$ cat src/rtl/mdu_pkg.sv
// Shared definitions for the multiply/divide unit.
//   op_e    : operation encodings carried on the op port
//   state_e : control FSM states
//   ITER_CNT: iterations per multiply or divide (one operand bit per cycle)
//   mag32   : two's-complement magnitude helper used for the signed operations
package mdu_pkg;

  localparam int ITER_CNT = 32;

  typedef enum logic [1:0] {
    OP_MULT  = 2'b00,
    OP_MULTU = 2'b01,
    OP_DIV   = 2'b10,
    OP_DIVU  = 2'b11
  } op_e;

  typedef enum logic [1:0] {
    S_IDLE = 2'd0,
    S_MUL  = 2'd1,
    S_DIV  = 2'd2,
    S_DONE = 2'd3
  } state_e;

  // Magnitude of v when it is to be read as negative; 0x80000000 maps to
  // itself, which is the correct unsigned magnitude.
  function automatic logic [31:0] mag32(input logic [31:0] v, input logic is_neg);
    return is_neg ? (~v + 32'd1) : v;
  endfunction

endpackage

$ cat src/rtl/mdu_divider.sv
// Restoring divider datapath on unsigned magnitudes, one quotient bit per step.
// Ports:
//   clk, rst     : clock, asynchronous active-low reset
//   load         : capture dividend/divisor and clear the partial remainder
//   step         : commit one restoring iteration
//   dividend     : unsigned dividend magnitude
//   divisor      : unsigned divisor magnitude (nonzero when loaded)
//   quo_next     : quotient register value after the current iteration
//   rem_next     : remainder register value after the current iteration
// The *_next values are exposed so the controller can latch the final
// result on the same edge that commits the last iteration.
module mdu_divider (
  input  logic        clk,
  input  logic        rst,
  input  logic        load,
  input  logic        step,
  input  logic [31:0] dividend,
  input  logic [31:0] divisor,
  output logic [31:0] quo_next,
  output logic [31:0] rem_next
);

  logic [31:0] quo;
  logic [31:0] rem;
  logic [31:0] dsr;
  logic [32:0] shifted;
  logic        ge;

  // Shift the next dividend bit into the partial remainder and try a
  // subtraction. When it fits the result is < divisor, so 32 bits suffice
  // and the modular subtract is exact.
  assign shifted  = {rem, quo[31]};
  assign ge       = shifted >= {1'b0, dsr};
  assign rem_next = ge ? (shifted[31:0] - dsr) : shifted[31:0];
  assign quo_next = {quo[30:0], ge};

  // NOTE: datapath registers are reset too; they are few and it keeps
  // simulation free of X on the unused-state outputs.
  always_ff @(posedge clk or negedge rst) begin
    if (!rst) begin
      quo <= '0;
      rem <= '0;
      dsr <= '0;
    end else if (load) begin
      quo <= dividend;
      rem <= '0;
      dsr <= divisor;
    end else if (step) begin
      // NOTE: non-blocking assignments so every register samples the
      // pre-edge values, independent of statement order.
      quo <= quo_next;
      rem <= rem_next;
    end
  end

endmodule

$ cat src/rtl/mul_div_unit.sv
// Iterative 32-bit multiply/divide unit (MULT, MULTU, DIV, DIVU) producing a
// HI/LO pair. Multiply is a radix-2 shift-add, divide is restoring; both run
// on magnitudes for 32 cycles with the sign fixed up when the result is
// latched. Divide by zero completes immediately with lo=all-ones, hi=src_a.
// Ports:
//   clk, rst     : clock, asynchronous active-low reset
//   start        : request, accepted only when idle and cancel is low
//   op           : 00 MULT, 01 MULTU, 10 DIV, 11 DIVU
//   src_a, src_b : multiplicand/dividend, multiplier/divisor
//   cancel       : flush; abandons the operation in flight
//   busy         : high in any state other than idle
//   done         : one-cycle result-valid pulse
//   hi_o, lo_o   : product[63:32]/remainder, product[31:0]/quotient
//   hi_we, lo_we : HI/LO write enables, identical to done
module mul_div_unit
  import mdu_pkg::*;
#(
  parameter int WIDTH = 32
) (
  input  logic             clk,
  input  logic             rst,
  input  logic             start,
  input  logic [1:0]       op,
  input  logic [WIDTH-1:0] src_a,
  input  logic [WIDTH-1:0] src_b,
  input  logic             cancel,
  output logic             busy,
  output logic             done,
  output logic [WIDTH-1:0] hi_o,
  output logic [WIDTH-1:0] lo_o,
  output logic             hi_we,
  output logic             lo_we
);

  state_e       state;
  logic [5:0]   iter;
  logic         busy_q;
  logic         done_q;
  logic         res_neg;   // product sign, or quotient sign
  logic         rem_neg;   // remainder sign (follows the dividend)
  logic [63:0]  prod;      // {partial sum, remaining multiplier bits}
  logic [31:0]  mcand;
  logic [31:0]  hi_q;
  logic [31:0]  lo_q;

  logic         accept;
  logic         is_div;
  logic         is_signed;
  logic         a_neg;
  logic         b_neg;
  logic [31:0]  a_mag;
  logic [31:0]  b_mag;
  logic         last;

  logic [32:0]  mul_sum;
  logic [63:0]  prod_step;
  logic [63:0]  prod_final;

  logic         div_load;
  logic         div_step;
  logic [31:0]  quo_next;
  logic [31:0]  rem_next;
  logic [31:0]  quo_final;
  logic [31:0]  rem_final;

  // Request decode; cancel in the same cycle wins over start.
  assign accept    = start && !cancel && (state == S_IDLE);
  assign is_div    = op[1];
  assign is_signed = (op == OP_MULT) || (op == OP_DIV);
  assign a_neg     = is_signed && src_a[31];
  assign b_neg     = is_signed && src_b[31];
  assign a_mag     = mag32(src_a, a_neg);
  assign b_mag     = mag32(src_b, b_neg);
  assign last      = (iter == 6'(ITER_CNT - 1));

  // Shift-add step: conditionally add the multiplicand into the upper half,
  // then shift the whole register right; the carry becomes the new MSB.
  assign mul_sum    = {1'b0, prod[63:32]} + {1'b0, mcand};
  assign prod_step  = prod[0] ? {mul_sum, prod[31:1]} : {1'b0, prod[63:1]};
  assign prod_final = res_neg ? (~prod_step + 64'd1) : prod_step;

  assign div_load  = accept && is_div && (src_b != '0);
  assign div_step  = (state == S_DIV) && !cancel;
  assign quo_final = res_neg ? (~quo_next + 32'd1) : quo_next;
  assign rem_final = rem_neg ? (~rem_next + 32'd1) : rem_next;

  mdu_divider u_divider (
    .clk      (clk),
    .rst      (rst),
    .load     (div_load),
    .step     (div_step),
    .dividend (a_mag),
    .divisor  (b_mag),
    .quo_next (quo_next),
    .rem_next (rem_next)
  );

  always_ff @(posedge clk or negedge rst) begin
    if (!rst) begin
      state   <= S_IDLE;
      iter    <= '0;
      busy_q  <= 1'b0;
      done_q  <= 1'b0;
      res_neg <= 1'b0;
      rem_neg <= 1'b0;
      prod    <= '0;
      mcand   <= '0;
      hi_q    <= '0;
      lo_q    <= '0;
    end else begin
      done_q <= 1'b0;
      case (state)
        S_IDLE: begin
          if (accept) begin
            res_neg <= a_neg ^ b_neg;
            rem_neg <= a_neg;
            iter    <= '0;
            busy_q  <= 1'b1;
            if (!is_div) begin
              prod  <= {32'd0, b_mag};
              mcand <= a_mag;
              state <= S_MUL;
            end else if (src_b == '0) begin
              hi_q   <= src_a;
              lo_q   <= '1;
              done_q <= 1'b1;
              state  <= S_DONE;
            end else begin
              state <= S_DIV;
            end
          end
        end

        S_MUL: begin
          if (cancel) begin
            busy_q <= 1'b0;
            state  <= S_IDLE;
          end else begin
            prod <= prod_step;
            iter <= iter + 6'd1;
            if (last) begin
              hi_q   <= prod_final[63:32];
              lo_q   <= prod_final[31:0];
              done_q <= 1'b1;
              state  <= S_DONE;
            end
          end
        end

        S_DIV: begin
          if (cancel) begin
            busy_q <= 1'b0;
            state  <= S_IDLE;
          end else begin
            iter <= iter + 6'd1;
            if (last) begin
              hi_q   <= rem_final;
              lo_q   <= quo_final;
              done_q <= 1'b1;
              state  <= S_DONE;
            end
          end
        end

        S_DONE: begin
          busy_q <= 1'b0;
          state  <= S_IDLE;
        end

        default: begin
          busy_q <= 1'b0;
          state  <= S_IDLE;
        end
      endcase
    end
  end

  // A flush arriving while the pulse is up still suppresses the writes.
  assign busy  = busy_q;
  assign done  = done_q && !cancel;
  assign hi_we = done;
  assign lo_we = done;
  assign hi_o  = hi_q;
  assign lo_o  = lo_q;

endmodule

$ cat config.mk
export PLATFORM = sky130hd
export DESIGN_NAME = mul_div_unit
export DESIGN_NICKNAME = d
export VERILOG_FILES = /design/src/rtl/mdu_pkg.sv /design/src/rtl/mdu_divider.sv /design/src/rtl/mul_div_unit.sv
export SDC_FILE = /design/constraint.sdc
export NUM_CORES = 1
export LEC_CHECK = 0
export CAP_MARGIN = 15
export CORE_ASPECT_RATIO = 2
export CORE_UTILIZATION = 60
export DETAILED_ROUTE_END_ITERATION = 8
export DONT_BUFFER_PORTS = 1
export PLACE_DENSITY = 0.78
export SYNTH_ARGS = -nofsm -noshare
export SYNTH_HDL_FRONTEND = slang
export SYNTH_HIERARCHICAL = 1
export SYNTH_SLANG_ARGS = --single-unit
export TNS_END_PERCENT = 1
$ cat constraint.sdc
create_clock -name clk -period 6.8 [get_ports clk]
set_input_delay 0 -clock clk [delete_from_list [all_inputs] [get_ports clk]]
set_output_delay 0 -clock clk [all_outputs]
set_load 0.01 [all_outputs]
==> flow_summary.yaml <==
clock_tree:
  cts_inserted_buffers: 27
  root_buffer: "clkbuf_16"
  cts_buffer_depth: 3
  postCtsHoldBufs: 83
  h-tree-depth: 1
  cts_tree: "done"
  post_cts_resized: 0
  cts_setup_buffers: 0
  cts_sinks: 268
  path_clk_slew_ns: 0.07
  clock_latency_ns: 0.56
timing:
  slew_violations: 0
  skew_ns: 0.0129
  setup_tns_ns: 0
  final_hold_viol_count: 0
  fin_ws_ns: 0.825
  grt_setup_unrepaired: "false"
  fin_crit_ns: 5.97
  maxSlewHeadroom: 0.212
  min_period_over_period: 0.879
  worst_pin_slew_ns: 1.18
  setup_viol: 0
  max_freq_ghz: 0.167
routing:
  totalWireLength_mm: 77.1
  dr_total_vias: 19791
  wl_per_cell_um: 26.5
  drc: 0
  first_pass_iters: 6
  ant_nets: 0
  avgViaCountPerCell: 6.81
  drt_iter0_drc: 1852
synth:
  ys_warn_count: 6
  synth_commonest_cells: "nand2_1, dfrtp_1, o21ai_0"
  synthFlopType: "dfrtp_1"
  synthArstFlopShare: 1.00
  ys_ff_latch: 268
  syn_nets: 2624
  netlist_area_mm2: 0.0207
  synth.yosys.seq_area_share: 0.323
  synth_edf_count: 0
  synth_area_leaders: "dfrtp_1, o21ai_0, xnor2_1"
  synth_top_area_share: 0.323
  synth.avg_cell_area_um2: 8.37
  ys_types: 102
  postSynthCellCount: 2478
  yosysTopAreaCell: "dfrtp_1"
  yosysMostFrequentCell: "nand2_1"
critical_path:
  reg2reg_from: "u_divider/rem[0]$_DFFE_PN0P_"
  critPathLaunch: "u_divider/rem[0]$_DFFE_PN0P_"
  crit_chain: "ha_1, nor2b_1, o2111ai_1, a211oi_2, o2111ai_2, a2111oi_4, nor2_4, inv_2, buf_4, mux2_2, or4_1, or2_2, nand4bb_1, or4_1, or4_1, o31ai_2, xnor2_1, nand3_1, a21oi_1, a21oi_1, o31ai_1"
  endpoint_kind: "flop"
  path_common_cell: "or4_1"
  cpLargestDelayFamily: "simple AND/OR/NAND/NOR gates"
  worst_ep_arrival_time_ns: 6.44
  critPathSlowestCell: "or4_1"
  slowest_delay_ns: 0.55
  r2r_slack_ns: 0.83
  path_buf_inv: 2
  setup.worst_path.class: "flop to flop"
  crit_required_ns: 7.27
  crit_fanout: 12
  cp-start-kind: "flop"
run:
  maxCapViolations: 0
global_route:
  grt_overflow_total: 0
  grt_max_degree: 269
  first_global_vias: 19955
  grt_use_total: 0.440
  antenna_found_initial: 2
  grt_pass1_wl_mm: 118
finish:
  fin_nets: 2589
  areaGrowthSynthToFinish_pct: 8.89
  postLayoutCellArea_mm2: 0.0226
  stdcell_count: 2908
  layout-drive-gt1-share: 0.0836
  final_core_util: 0.662
die:
  ioPinCount: 138
  die_h_um: 265
  core-area_mm2: 0.0341
  start_util: 0.608
  dieArea_mm2: 0.0353
  fp.dieW_um: 133
  rows: 96
placement:
  portBuffers: 0
  dp_cells: 2769
  place_ws_ns: 0.910
  routabilityCongestion: 1.01
  dpl_cell_area_mm2: 0.0207
  place_hpwl_mm: 55.9
outcome:
  status: "finished, final reports clean"
min_path:
  hold_class: "input port to asynchronous set/reset pin"
power_and_ir_drop:
  peakVddDrop_v: 0.000349
  p_leak_nw: 9.23
  power.density_mw_per_mm2: 620
## placed cells by master (no fill, tap or decap), types with 11 or more instances in the layout
master         synthesis  final
a41oi_1               28     28
a22o_1                18     18
a31oi_1               29     29
xor2_1                81     81
nand3_1               31     31
a22oi_1               17     17
nor3_1                34     34
and2_1                11     11
o221ai_1              14     14
a21o_1                24     23
a211oi_1              17     17
nand4_1               24     24
a21oi_1              109    109
buf_4                 36     28
nand2b_1              23     23
or4_1                 13     13
nor2_1               200    196
xnor2_1              138    138
mux2i_1               74     74
o31ai_1               38     38
inv_1                101    100
nor2b_1               19     19
dlygate4sd3_1          0     83
o41ai_1               21     21
nand2_1              300    300
and3_1                21     21
o21a_1                32     32
ha_1                  74     71
o21ai_0              250    250
o211ai_1              13     13
dfrtp_1              268    266
o21ai_1               12     12
nor4_1                14     14
or3_1                 24     24
clkbuf_16              0     27
mux2_2                56     56
## flip-flops by register name (all words and copies together), names as in the netlist
signal / cells
lo_o: 32
u_divider/rem: 32
prod: 64
res_neg: 1
hi_o: 32
u_divider/quo: 32
busy: 1
u_divider/dsr: 32
mcand: 32
state: 2
rem_neg: 1
iter: 6
done_q: 1
## stage by stage
step | hold WS [ns] | power [W]
3_5_place_dp | -0.292 | 0.0119
3_3_place_gp | -0.291 | 0.0118
6_report | 0.00483 | 0.0140
5_1_grt | 0.0394 | 0.0148
4_1_cts | 0.00102 | 0.0137
2_1_floorplan | -0.296 | 0.00949
## worst reg2reg max path, cell delays in order (launching register included)
cell       delay (ns)
dfrtp_1          0.43
ha_1             0.31
nor2b_1          0.18
o2111ai_1        0.18
a211oi_2         0.36
o2111ai_2        0.22
a2111oi_4        0.46
nor2_4           0.05
inv_2            0.20
buf_4            0.29
mux2_2           0.42
or4_1            0.55
or2_2            0.31
nand4bb_1        0.22
or4_1            0.44
or4_1            0.45
o31ai_2          0.22
xnor2_1          0.14
nand3_1          0.09
a21oi_1          0.20
a21oi_1          0.06
o31ai_1          0.09
## layout make-up
| cell class | instances | area [um2] |
|---|---|---|
| fillers | 2896 | 11500 |
| clock inverters | 14 | 180 |
| repair buffers | 115 | 1130 |
| multi-input cells | 1929 | 12900 |
| diodes | 4 | 10.0 |
| well taps | 441 | 552 |
| clock buffers | 35 | 756 |
| inverters | 102 | 383 |
| flip-flops and latches | 268 | 6710 |
## where the power goes
| group | switching [W] | internal (W) |
|---|---|---|
| Combinational | 0.00578 | 0.00335 |
| Clock | 0.000687 | 0.000936 |
| Sequential | 0.000902 | 0.00233 |
## path summary, 6_finish.rpt
path,end,depth (start not counted)
setup / recovery,hi_o[31]$_DFFE_PN0P_,21
hold / removal,prod[48]$_DFFE_PN0P_,2
setup reg to reg,hi_o[31]$_DFFE_PN0P_,21
hold reg to reg,mcand[30]$_DFFE_PN0P_,1
max in group asynchronous,mcand[23]$_DFFE_PN0P_,3
min in group clk,u_divider/quo[26]$_DFFE_PN0P_,5
## metal layers
| layer | up-vias | track usage | share of wire |
|---|---|---|---|
| li1 | 8808 | - | - |
| met1 | 9540 | 0.457 | 0.33 |
| met2 | 1052 | 0.744 | 0.49 |
| met3 | 391 | 0.0721 | 0.068 |
| met4 | 0 | 0.418 | 0.11 |
| met5 | - | 0 | 0 |
## cells by family (layout without fill, tap and decap cells)
family | after synthesis | in the layout | synth area share
AO/OA/AOI/OAI | 734 | 734 | 0.235
XOR/XNOR | 219 | 219 | 0.0925
adder cells (fa/ha/maj) | 76 | 76 | 0.0466
buffers and inverters | 281 | 266 | 0.0590
flip-flops | 268 | 268 | 0.323
multiplexers | 133 | 133 | 0.0681
other | 0 | 4 | 0
AND/OR/NAND/NOR | 767 | 767 | 0.175
Note: power is estimated with default switching activity, not from simulation.
